### config.mk
export PLATFORM = sky130hd
export DESIGN_NAME = reg_file8
export DESIGN_NICKNAME = d
export VERILOG_FILES = /design/src/rtl/datapath_pkg.sv /design/src/rtl/rf_read_port.sv /design/src/rtl/reg_file8.sv
export SDC_FILE = /design/constraint.sdc
export NUM_CORES = 1
export LEC_CHECK = 0
export CORE_ASPECT_RATIO = 1.1
export CORE_MARGIN = 5
export CORE_UTILIZATION = 62
export DETAILED_ROUTE_END_ITERATION = 8
export PLACE_DENSITY = 0.94
export SLEW_MARGIN = 20
export SYNTH_ARGS = -nofsm -noshare
export SYNTH_HDL_FRONTEND = slang
export SYNTH_SLANG_ARGS = --single-unit
### constraint.sdc
create_clock -name clk -period 8.6 [get_ports clk]
set_input_delay 1.72 -clock clk [delete_from_list [all_inputs] [get_ports clk]]
set_output_delay 1.72 -clock clk [all_outputs]
set_load 0.01 [all_outputs]
### src/rtl/datapath_pkg.sv
// datapath_pkg: constants and helper functions shared by the datapath blocks.
//   NUM_REGS / REG_ADDR_W : register-file geometry
//   DEFAULT_WIDTH         : default register data width
//   is_onehot8            : 1 only when exactly one of the 8 bits is set
//   is_multihot8          : 1 when two or more of the 8 bits are set
package datapath_pkg;

  localparam int unsigned NUM_REGS      = 8;
  localparam int unsigned REG_ADDR_W    = 3;
  localparam int unsigned DEFAULT_WIDTH = 16;

  function automatic logic [3:0] popcount8(input logic [7:0] v);
    logic [3:0] cnt;
    cnt = '0;
    for (int i = 0; i < 8; i++) begin
      cnt = cnt + {3'b000, v[i]};
    end
    return cnt;
  endfunction

  function automatic logic is_onehot8(input logic [7:0] v);
    return popcount8(v) == 4'd1;
  endfunction

  function automatic logic is_multihot8(input logic [7:0] v);
    return popcount8(v) > 4'd1;
  endfunction

endpackage

### src/rtl/rf_read_port.sv
// rf_read_port: one combinational 8:1 read port of the register file.
//   regs  : flattened register array contents
//   addr  : read address
//   wsel  : write-select bus (used for bypass)
//   wdata : write data (used for bypass)
//   rd    : read data
module rf_read_port
  import datapath_pkg::*;
#(
  parameter int unsigned WIDTH   = DEFAULT_WIDTH,
  parameter bit          R0_ZERO = 1'b1,
  parameter bit          BYPASS  = 1'b0
) (
  input  logic [NUM_REGS-1:0][WIDTH-1:0] regs,
  input  logic [REG_ADDR_W-1:0]          addr,
  input  logic [NUM_REGS-1:0]            wsel,
  input  logic [WIDTH-1:0]               wdata,
  output logic [WIDTH-1:0]               rd
);

  logic addr_is_r0;
  logic bypass_hit;

  always_comb begin
    addr_is_r0 = (addr == '0);
    // Forward only a write that will really land: one-hot, aimed here, not a discarded R0 write.
    bypass_hit = BYPASS && is_onehot8(wsel) && wsel[addr] && !(R0_ZERO && addr_is_r0);

    rd = regs[addr];
    if (bypass_hit) begin
      rd = wdata;
    end
    if (R0_ZERO && addr_is_r0) begin
      rd = '0;
    end
  end

endmodule

### src/rtl/reg_file8.sv
// reg_file8: eight-entry register file with two combinational read ports.
//   clk, rst     : clock, synchronous active-high reset
//   wsel, wdata  : one-hot write select from the write decoder, write data
//   ra, rb       : read addresses; rd_a, rd_b : read data
//   err_clr, err : clear / sticky flag for a multi-hot write select
module reg_file8
  import datapath_pkg::*;
#(
  parameter int unsigned WIDTH   = DEFAULT_WIDTH,
  parameter bit          R0_ZERO = 1'b1,
  parameter bit          BYPASS  = 1'b0
) (
  input  logic                  clk,
  input  logic                  rst,
  input  logic [NUM_REGS-1:0]   wsel,
  input  logic [WIDTH-1:0]      wdata,
  input  logic [REG_ADDR_W-1:0] ra,
  input  logic [REG_ADDR_W-1:0] rb,
  output logic [WIDTH-1:0]      rd_a,
  output logic [WIDTH-1:0]      rd_b,
  input  logic                  err_clr,
  output logic                  err
);

  logic [NUM_REGS-1:0][WIDTH-1:0] regs_q, regs_d;
  logic [NUM_REGS-1:0]            wr_en;
  logic                           err_q, err_d;

  always_comb begin
    // Zero-hot and multi-hot selects both write nothing; multi-hot is never partially applied.
    wr_en = is_onehot8(wsel) ? wsel : '0;
    if (R0_ZERO) begin
      wr_en[0] = 1'b0;
    end
    for (int i = 0; i < NUM_REGS; i++) begin
      regs_d[i] = wr_en[i] ? wdata : regs_q[i];
    end
  end

  // A new multi-hot event takes priority over a clear on the same edge.
  always_comb begin
    err_d = err_q;
    if (is_multihot8(wsel)) begin
      err_d = 1'b1;
    end else if (err_clr) begin
      err_d = 1'b0;
    end
  end

  always_ff @(posedge clk) begin
    if (rst) begin
      regs_q <= '0;
      err_q  <= 1'b0;
    end else begin
      regs_q <= regs_d;
      err_q  <= err_d;
    end
  end

  assign err = err_q;

  rf_read_port #(
    .WIDTH   (WIDTH),
    .R0_ZERO (R0_ZERO),
    .BYPASS  (BYPASS)
  ) u_port_a (
    .regs  (regs_q),
    .addr  (ra),
    .wsel  (wsel),
    .wdata (wdata),
    .rd    (rd_a)
  );

  rf_read_port #(
    .WIDTH   (WIDTH),
    .R0_ZERO (R0_ZERO),
    .BYPASS  (BYPASS)
  ) u_port_b (
    .regs  (regs_q),
    .addr  (rb),
    .wsel  (wsel),
    .wdata (wdata),
    .rd    (rd_b)
  );

endmodule
==> Yosys cells after proc, flatten, opt, wreduce, memory -nomap -nowiden <==
Index checks and enable logic that the tools add are counted.
{ "word_totals": {"out_inout_bits": 33, "input_bits": 33, "wordCells": 31, "regBits": 113} }
{ "op_classes": {"n_eq_ne": 1, "mux": 9, "reduce_logical": 3, "add_sub_neg": 7, "n_lt_le_gt_ge": 3} }
{ "op_table": {"columns": ["op", "n"], "rows": [
  ["binary-select mux 16 bit (select 3 bit)", 2],
  ["2-to-1 mux 16 bit", 4],
  ["adder 4 x 1 -> 4 bit", 4],
  ["< comparator 3 x 4 -> 1 bit, second input constant", 2],
  ["2-to-1 mux 8 bit", 1],
  ["logical NOT 3 bit", 2],
  ["adder 3 x 1 -> 4 bit", 1],
  ["== test 4 x 1 -> 1 bit, second input constant", 1],
  ["greater-than comparator 4 x 1 -> 1 bit, second input constant", 1],
  ["adder 2 x 1 -> 3 bit", 1],
  ["adder 1 x 1 -> 2 bit", 1],
  ["2-to-1 mux 1 bit", 2],
  ["nonzero test 2 bit", 1]
]} }

==> Longest topological paths before layout <==
Gate-level depths: netlist of run 1.
{ "depth": {"depth_word": 9, "ltp_mapped": 12} }

==> Modules after synthesis <==
Synthesis of run 1 repeated with hierarchy kept, for this count alone.
{ "hier_totals": {"hier_cells": 639, "hier_area_um2": 7467.2} }
{ "by_module_without_submodules": {"columns": ["module", "n_inst", "area_each_um2", "seq_area_each_um2", "cells_each"], "rows": [
  ["reg_file8", 1, 4747.1, 2262.2, 407],
  ["rf_read_port", 2, 1360.1, 0.0, 116]
]} }

==> Least setup slack after synthesis of run 1 <==
Ideal clock, no wire load.
{ "synth_timing": {"kind": "input to register", "startpoint": "input wsel[0]", "endpoint": "register regs_q[101] in the netlist's numbering", "setup_ns": 0.125, "arrival_ns": 5.256, "setup_slack_ns": 3.219, "stages": 12, "cell_sequence": "fa_1 -> inv_1 -> fa_1 -> fa_1 -> inv_1 -> ha_1 -> fa_1 -> nand4b_2 -> o21ai_4 -> nand2_8 -> buf_6 -> mux2i_1"} }
{ "synth_via": {"elab_chain_len": 9} }
{ "synth_rtl": {"columns": ["element", "line", "rtl"], "rows": [
  ["start, declared", "reg_file8.sv:15", "input logic [NUM_REGS-1:0] wsel,"],
  ["adder 1 x 1 -> 2 bit", "datapath_pkg.sv:16", "cnt = cnt + {3'b000, v[i]};"],
  ["adder 2 x 1 -> 3 bit", "datapath_pkg.sv:16", null],
  ["adder 3 x 1 -> 4 bit", "datapath_pkg.sv:16", null],
  ["adder 4 x 1 -> 4 bit (4 in series)", "datapath_pkg.sv:16", null],
  ["== test 4 x 1 -> 1 bit", "datapath_pkg.sv:22", "return popcount8(v) == 4'd1;"],
  ["2-to-1 mux 8 bit", "reg_file8.sv:31", "wr_en = is_onehot8(wsel) ? wsel : '0;"],
  ["end signal, assigned", "reg_file8.sv:55", "regs_q <= regs_d;"],
  ["end, declared", "reg_file8.sv:25", "logic [NUM_REGS-1:0][WIDTH-1:0] regs_q, regs_d;"]
]} }
No other way between the ends.
A chain may end at the register's enable or synchronous reset.

==> Worst setup path in the final report of run 1 <==
{ "layout_timing": {"startpoint": "input ra[1]", "endpoint": "output rd_a[5]"} }
{ "layout_via": {"elab_chain_len": 3} }
{ "layout_rtl": {"columns": ["element", "line", "rtl"], "rows": [
  ["start, declared", "reg_file8.sv:17", "input logic [REG_ADDR_W-1:0] ra,"],
  ["binary-select mux 16 bit (select 3 bit)", "rf_read_port.sv:29", "rd = regs[addr];"],
  ["2-to-1 mux 16 bit (implied by the code)", "rf_read_port.sv:29", null],
  ["2-to-1 mux 16 bit *", "rf_read_port.sv:33", "if (R0_ZERO && addr_is_r0) begin"],
  ["end, declared", "reg_file8.sv:19", "output logic [WIDTH-1:0] rd_a,"]
]} }
Mark *: on every way between the ends. The rest lies on a longest branch, timed or not. The select of a mux whose other input is x is not followed.

==> results of run 1 <==
==> routing by layer <==
layer / vias to the layer above / track usage
met4: 0 / 0.121
met1: 2438 / 0.345
met5: - / 0
li1: 2199 / -
met2: 242 / 0.468
met3: 44 / 0.0620
==> cells by family after synthesis <==
kind of cell,count (synthesis)
mux,176
flops,113
fa+ha+maj,7
compound gates,69
simple gates,141
buf+inv,88
==> cell usage in the layout, fill, tap and decap left out, drive strengths merged <==
cell and instances:
a21o 1, a21oi 34, a221oi 32, buf 8
bufinv 3, clkbuf 21, clkdlybuf4s50 62, clkinv 4
clkinvlp 3, dfxtp 113, fa 4, ha 3
inv 41, mux2 32, mux2i 112, mux4 32
nand2 8, nand2b 128, nand3 1, nand4b 1
nor2b 2, o21ai 1, o22ai 1, or4b 1
==> sequential cells by signal, indices dropped and copies added (netlist names) <==
register  flops
regs_q      112
err           1
==> critical path: stages <==
cell and delay (ps):
clkdlybuf4s50_1 460, buf_4 420, nor2b_2 930, a221oi_1 250
a21oi_1 170, clkdlybuf4s50_1 550
==> where the power goes <==
group,switching (W),internal (W)
clock network,0.000246,0.000482
logic,0.000199,0.000186
registers,0.0000436,0.000579
total,0.000489,0.00125
==> metrics by stage <==
step                      instances  worst slack, ps
final                           791             2360
after global routing            791             2220
after floorplan                 594             3220
after CTS                       791             2410
after detailed placement        760             2380
after global placement          760             2460
==> path summary, 6_finish.rpt <==
kind | startpoint | slack (ps) | cells past startpoint | end
max | ra[1] | 2360 | 6 | rd_a[5]
min | regs_q[19] | 490 | 2 | regs_q[19]
max reg2reg | regs_q[83] | 7880 | 2 | regs_q[83]
min reg2reg | regs_q[19] | 490 | 2 | regs_q[19]
==> cell type report <==
type / count / area [sq um] / share of cell area
Inverter: 41 / 154 / 0.0201
Clock inverter: 10 / 133 / 0.0173
Timing Repair Buffer: 70 / 673 / 0.0877
Clock buffer: 21 / 480 / 0.0626
Sequential cell: 113 / 2260 / 0.295
Multi-Input combinational cell: 393 / 3790 / 0.494
Tap cell: 143 / 179 / 0.0233
==> reports/qor.txt, run 1 <==
# diodes - 0
Overflow after GRT - 0
maximum operating frequency - 160 MHz
leak pwr - 3.39 nW
WL final - 16.7 mm
Slew Limit Headroom - 0.309
largest net degree at the start of global routing - 130
# IOs - 66
CP Max Fanout - 33
Syn Inst Count - 594
PortBufs - 65
drt drc - 0
Synth Area in Simple Gates - 0.153
num rows - 39
final hold vios - 0
Startpoint Class - input port
first-pass GRT wire length - 27.1 mm
crit path DAT - 4520 ps
# nets final - 676
final setup violation count - 0
sequential-to-total area share from yosys stat - 0.351
initial antenna violation count - 0
FFs w/ async S/R, synth - 0
M1 WL - 6.87 mm
Sink Count - 113
DR WL met3 - 1.18 mm
post-synth top area cell - dfxtp_1
mux cell area share after synthesis - 0.342
DR vias/cell - 6.22
GR Util All Layers - 0.278
Worst EP required - 6880 ps
1st-pass router iterations - 5
compound-gate portion of the synthesized area - 0.0746
ys flop type - dfxtp_1
deepest clock path buffer count - 2
unrepaired setup endpoints after global routing - false
cts hold-fix bufs - 0
drt initial violations - 459
crit share post-route - 0.725
largest family of logic cells by synthesized area - multiplexers
number of flops mapped to enable cells by yosys - 0
core area - 10300 sq um
Final Instance Area - 7670 sq um
met2 wire length - 8.20 mm
Mapped Avg Cell Area - 10.8 sq um
Tmin final - 6240 ps
H-tree depth - 4
slew of the pin with the lowest slew margin - 1030 ps
CTS tree - yes
vias in the first global route - 5306
Synth Area in Adders - 0.0183
Unique masters post-synth - 23
Root Buffer - clkbuf_16
Area growth, synth to finish - 19.2%
fill cell count - 650
Final Skew - 0 ps
PwrDens - 226 nW/um^2
Placed Instance Area - 7060 sq um
Worst Hold Class - reg2reg
global placer's final weighted congestion - 0.794
fin. max-slew vios - 0
post-DP HPWL - 9.64 mm
crit path kind - in2out
Post-synth top cells - 128 x nand2b_1, 113 x dfxtp_1, 112 x mux2i_1, 41 x inv_1
Core Util, Final - 0.745
post-cts repair resize count - 0
Mapped Nets - 634
Starting Density - 0.625
CTS clk-pin slew, worst paths - 50 ps
status - finished, final reports clean
die height - 117 um
most numerous cell in the Yosys netlist - nand2b_1
Post-Synth XOR/XNOR Area - 0
CTS Buf Count - 17
Top Metal Used - met4
layout cells sized above 1 - 0.176
max-cap viol count - 0
power after layout - 0.00174 W
#FFs+latches synth - 113
Antenna Nets Post-Route - 0
clk_lat worst skew - 400 ps
Die ar. - 12500 sq um
synth top area cells - dfxtp_1 35%, mux2i_1 17%, nand2b_1 12%
Synth top area share - 0.351
die span in x - 107 um
DR WL/cell - 21.1 um
synthesized cell area - 6440 sq um
# Post-CTS Setup Buffers - 0
Ys Warns - 0
final setup TNS - 0 ps
worst vdd ir - 0.132 mV
vias - 4923
hold_ws - 494 ps
Worst Setup End Kind - primary output
Power figures use the tool's default switching activity.
==> run 2, diff against run 1 <==
- CORE_UTILIZATION: 62 -> 52
- PLACE_DENSITY: 0.94 -> 0.85
- clock period: 8.6 -> 5.45 ns (I/O delays scaled with it)
==> reports/qor.txt, run 2 (synthesized netlist as in run 1, its figures left out) <==
WL final - 16.8 mm
Overflow after GRT - 0
Die ar. - 14700 sq um
drt drc - 0
fin. max-slew vios - 0
DR WL/cell - 20.7 um
global placer's final weighted congestion - 0.807
final setup TNS - 0 ps
Crit path max-delay family - adder cells
CTS clk-pin slew, worst paths - 50 ps
largest register by flop count - regs_q
cts hold-fix bufs - 0
power after layout - 0.00265 W
sequence of cells on the critical path - clkdlybuf4s50_1 > fa_1 > inv_1 > fa_1 > fa_1 > inv_1 > ha_1 > fa_1 > nand4b_2 > o21ai_4 > nand2_8 > mux2i_1
vias in the first global route - 5147
largest net degree at the start of global routing - 88
# Post-CTS Setup Buffers - 0
deepest clock path buffer count - 2
DR vias/cell - 6.04
most common cell after layout, fill and taps aside - nand2b_1
Worst EP required - 5770 ps
unrepaired setup endpoints after global routing - false
worst vdd ir - 0.231 mV
# nets final - 683
PwrDens - 344 nW/um^2
max FFs per register - 112
Root Buffer - clkbuf_16
Worst Setup End Kind - register
CTS tree - yes
initial antenna violation count - 0
crit path kind - in2reg
core area - 12100 sq um
maximum operating frequency - 199 MHz
# IOs - 66
Area growth, synth to finish - 19.7%
Critical Path Slowest Stage Cell - o21ai_4
die height - 127 um
crit path to - regs_q[70]
Slew Limit Headroom - 0.383
leak pwr - 3.41 nW
die span in x - 116 um
max-cap viol count - 0
Hold Startpoint - regs_q[103]
1st-pass router iterations - 5
num rows - 42
R2R setup slack - 4740 ps
PortBufs - 65
slew of the pin with the lowest slew margin - 923 ps
drt initial violations - 363
R2R Path Start - regs_q[70]
status - finished, final reports clean
vias - 4892
CP Launch Point - wsel[0]
CP max stage delay - 740 ps
final hold vios - 0
final setup violation count - 0
crit share post-route - 0.921
post-DP HPWL - 10.4 mm
Startpoint Class - input port
Worst Path Buf+Inv - 3
Tmin final - 5020 ps
leading cell types in the layout, fill and taps excluded - 128 x nand2b_1, 113 x dfxtp_1, 112 x mux2i_1
clk_lat worst skew - 400 ps
# diodes - 0
H-tree depth - 4
reg2reg end - regs_q[70]
CTS Buf Count - 17
GR Util All Layers - 0.233
CP Max Fanout - 16
crit path DAT - 5340 ps
Final Skew - 0 ps
Sink Count - 113
Worst Hold Class - reg2reg
layout cells sized above 1 - 0.181
WP depth - 12
Antenna Nets Post-Route - 0
first-pass GRT wire length - 26.8 mm
post-cts repair resize count - 0
Starting Density - 0.533
most numerous cell on the critical path - fa_1
FF-to-FF path depth - 2
run 2: worst min-delay path, stage by stage, from the launching register on:
cell	delay [ps]
dfxtp_1	320
nand2b_1	70
mux2i_1	60
run 2: cell type report:
cell class	count	area, sq um
inverter	41	154
timing repair buffer	77	728
sequential	113	2260
multi-input combinational	393	3790
clock buffer	23	498
fill	943	4380
clock inverter	9	80.1
tap	154	193
run 2: worst min path at each step:
stage,end,cells after the start
6_report,regs_q[103],2
4_1_cts,regs_q[116],2
2_1_floorplan,regs_q[53],2
3_5_place_dp,regs_q[100],2
3_3_place_gp,regs_q[109],2
5_1_grt,regs_q[118],2
run 2: power by group:
part	leakage (nW)	internal, W	switching, W	total [W]
Clock	0.277	0.000683	0.000382	0.00107
Combinational	2.21	0.000295	0.000309	0.000604
Sequential	0.915	0.000914	0.0000696	0.000983
Total	3.41	0.00189	0.000761	0.00265
run 2: routing by layer:
layer,up-vias,routed length [um],share of wire,global-route usage
met5,-,0,0,0
met4,0,394,0.023,0.102
met3,39,1240,0.074,0.0457
met2,208,8350,0.50,0.387
met1,2431,6800,0.41,0.293
li1,2214,-,-,-
run 2: metrics by stage:
step,instances,area [sq um],setup WS (ps),hold slack [ps],utilization
after detailed placement,778,7120,-9.92,476,0.589
after global routing,810,7700,252,514,0.637
final,810,7700,430,491,0.637
after global placement,778,7120,84.4,470,0.589
after floorplan,594,6440,699,459,-
after CTS,810,7700,411,489,0.637
==> run 3, diff against run 2 <==
- ABC_AREA: unset -> 1
- CORE_UTILIZATION: 52 -> 53
==> reports/qor.txt, run 3 <==
WL final - 24.7 mm
final setup violation count - 0
Pint - 0.00221 W
Tmin final - 4720 ps
worst vdd ir - 0.390 mV
Core Util, Final - 0.636
Post-synth top cells - 303 x nand2_1, 255 x inv_1, 131 x nor2_1, 113 x dfxtp_1, 112 x nand4_1
crit path DAT - 5040 ps
Switching Fraction - 0.380
Startpoint Class - input port
DR WL met3 - 2.71 mm
Reg power frac - 0.300
sequential-to-total area share from yosys stat - 0.299
H-tree depth - 4
cts hold-fix bufs - 0
status - finished, final reports clean
post-synth top area cell - dfxtp_1
fill cell count - 1206
Synth top area share - 0.299
met2 wire length - 11.4 mm
maximum operating frequency - 212 MHz
vias - 8349
Clock Power Share - 0.335
Final Skew - 0 ps
depth of the worst hold-timing path - 4
# nets final - 1309
Unique masters post-synth - 21
Antenna Nets Post-Route - 0
CTS tree - yes
layout cells sized above 1 - 0.0585
fin. max-slew vios - 0
# IOs - 66
Worst Setup End Kind - register
PortBufs - 65
Slew Limit Headroom - 0.452
register area - 2260 sq um
R2R Path Start - regs_q[47]
deepest clock path buffer count - 2
largest register by flop count - regs_q
Starting Density - 0.544
final setup TNS - 0 ps
Worst EP required - 5770 ps
vias in the first global route - 7737
multi-input logic area - 3830 sq um
first-pass GRT wire length - 39.0 mm
Placed Instance Area - 8200 sq um
drt drc - 0
Worst Path Buf+Inv - 5
Area growth, synth to finish - 16.9%
num rows - 45
CP Max Fanout - 49
# diodes - 0
Sink Count - 113
CTS Buf Count - 17
ys flop type - dfxtp_1
R2R setup slack - 4730 ps
Overflow after GRT - 0
CP max stage delay - 560 ps
Crit path max-delay family - adder cells
M1 WL - 9.21 mm
Critical Path Slowest Stage Cell - fa_1
max-cap viol count - 0
most common cell after layout, fill and taps aside - nand2_1
number of flops mapped to enable cells by yosys - 0
post-cts repair resize count - 0
CTS clk-pin slew, worst paths - 60 ps
synthesized cell area - 7560 sq um
Syn Inst Count - 1253
1st-pass router iterations - 6
largest net degree at the start of global routing - 70
Top Metal Used - met4
Psw - 0.00136 W
slew of the pin with the lowest slew margin - 823 ps
Worst Hold End - regs_q[77]
synth top area cells - dfxtp_1 30%, nand2_1 15%, inv_1 13%
clk_lat worst skew - 410 ps
Mapped Nets - 1293
leak pwr - 4.18 nW
global placer's final weighted congestion - 0.908
crit path kind - in2reg
Ys Warns - 0
max FFs per register - 112
final hold vios - 0
PwrDens - 404 nW/um^2
Combinational Power Share - 0.364
Root Buffer - clkbuf_16
die height - 135 um
CP Launch Point - wsel[0]
FFs w/ async S/R, synth - 0
die span in x - 124 um
core area - 13900 sq um
Worst Hold Class - reg2reg
DR WL/cell - 16.8 um
reg2reg end - regs_q[47]
#FFs+latches synth - 113
most numerous cell in the Yosys netlist - nand2_1
sequence of cells on the critical path - clkdlybuf4s50_1 > fa_1 > inv_1 > fa_1 > fa_1 > inv_1 > ha_1 > fa_1 > nand2_1 > nand2_1 > nor2_4 > buf_12 > buf_4 > nand4_1 > nand2_1 > nor2_1
most numerous cell on the critical path - fa_1
unrepaired setup endpoints after global routing - false
FF-to-FF path depth - 4
initial antenna violation count - 0
leading cell types in the layout, fill and taps excluded - 303 x nand2_1, 254 x inv_1, 130 x nor2_1
Mapped Avg Cell Area - 6.03 sq um
Hold Startpoint - regs_q[77]
GR Util All Layers - 0.295
drt initial violations - 952
Final Instance Area - 8840 sq um
# Post-CTS Setup Buffers - 0
DR vias/cell - 5.68
post-DP HPWL - 14.7 mm
crit share post-route - 0.867
Die ar. - 16800 sq um
## run 3: cell count changes in the layout (fill, tap and decap cells not counted), moves of 32 or more
cell and change:
nand2b_1 -128, a21oi_1 +43, inv_1 +213, nand2_1 +302, nand4_1 +112, nor2_1 +130, mux4_2 -32, mux2_2 -32
a221oi_1 -32, mux2i_1 -112, o211ai_1 +37, o21ai_0 +59
## run 3: how the worst max path moves through the flow
| stage | cells after the start | to | slack, ps |
|---|---|---|---|
| after floorplan | 15 | regs_q[48] | 1070 |
| after global placement | 14 | regs_q[56] | 450 |
| after detailed placement | 16 | regs_q[94] | 390 |
| after CTS | 16 | regs_q[60] | 740 |
| after global routing | 16 | regs_q[47] | 580 |
| final | 16 | regs_q[60] | 730 |
## run 3: per-layer routing
metal  track usage  vias to the layer above
li1              -                     4005
met1         0.366                     3685
met2         0.466                      541
met3        0.0673                      118
met4         0.170                        0
met5             0                        -
## run 3: logic make-up after synthesis
family,after synthesis,share of synthesized area
flip-flops,113,0.299
AO/OA/AOI/OAI,211,0.160
AND/OR/NAND/NOR,565,0.329
adder cells (fa/ha/maj),7,0.0156
buffers and inverters,357,0.196
## run 3: power groups by stage
stage	combinational (W)	sequential (W)	clock, W
2_1_floorplan	0.000964	0.00106	0
3_3_place_gp	0.00123	0.00108	0
3_5_place_dp	0.00125	0.00108	0
4_1_cts	0.00127	0.00107	0.00119
5_1_grt	0.00144	0.00109	0.00124
6_report	0.00130	0.00107	0.00120
## run 3: through the flow
step                      power [W]  hold slack (ps)  setup WS [ps]  std cells
after floorplan             0.00203              493           1070       1253
after global placement      0.00230              505            445       1438
after detailed placement    0.00233              508            387       1438
after CTS                   0.00353              519            738       1470
after global routing        0.00377              548            582       1470
final                       0.00357              520            726       1470
## run 3: worst min-delay path, delay by kind of cell, from the launching register on
family / cells / cell delay, ps
and+or+nand+nor: 2 / 70
buffers and inverters: 2 / 90
DFF: 1 / 310
## run 3: layout make-up
class	instances	area share
Clock buffer	19	0.0512
Clock inverter	13	0.0208
Inverter	256	0.109
Multi-Input combinational cell	783	0.433
Sequential cell	113	0.256
Tap cell	188	0.0266
Timing Repair Buffer	98	0.104
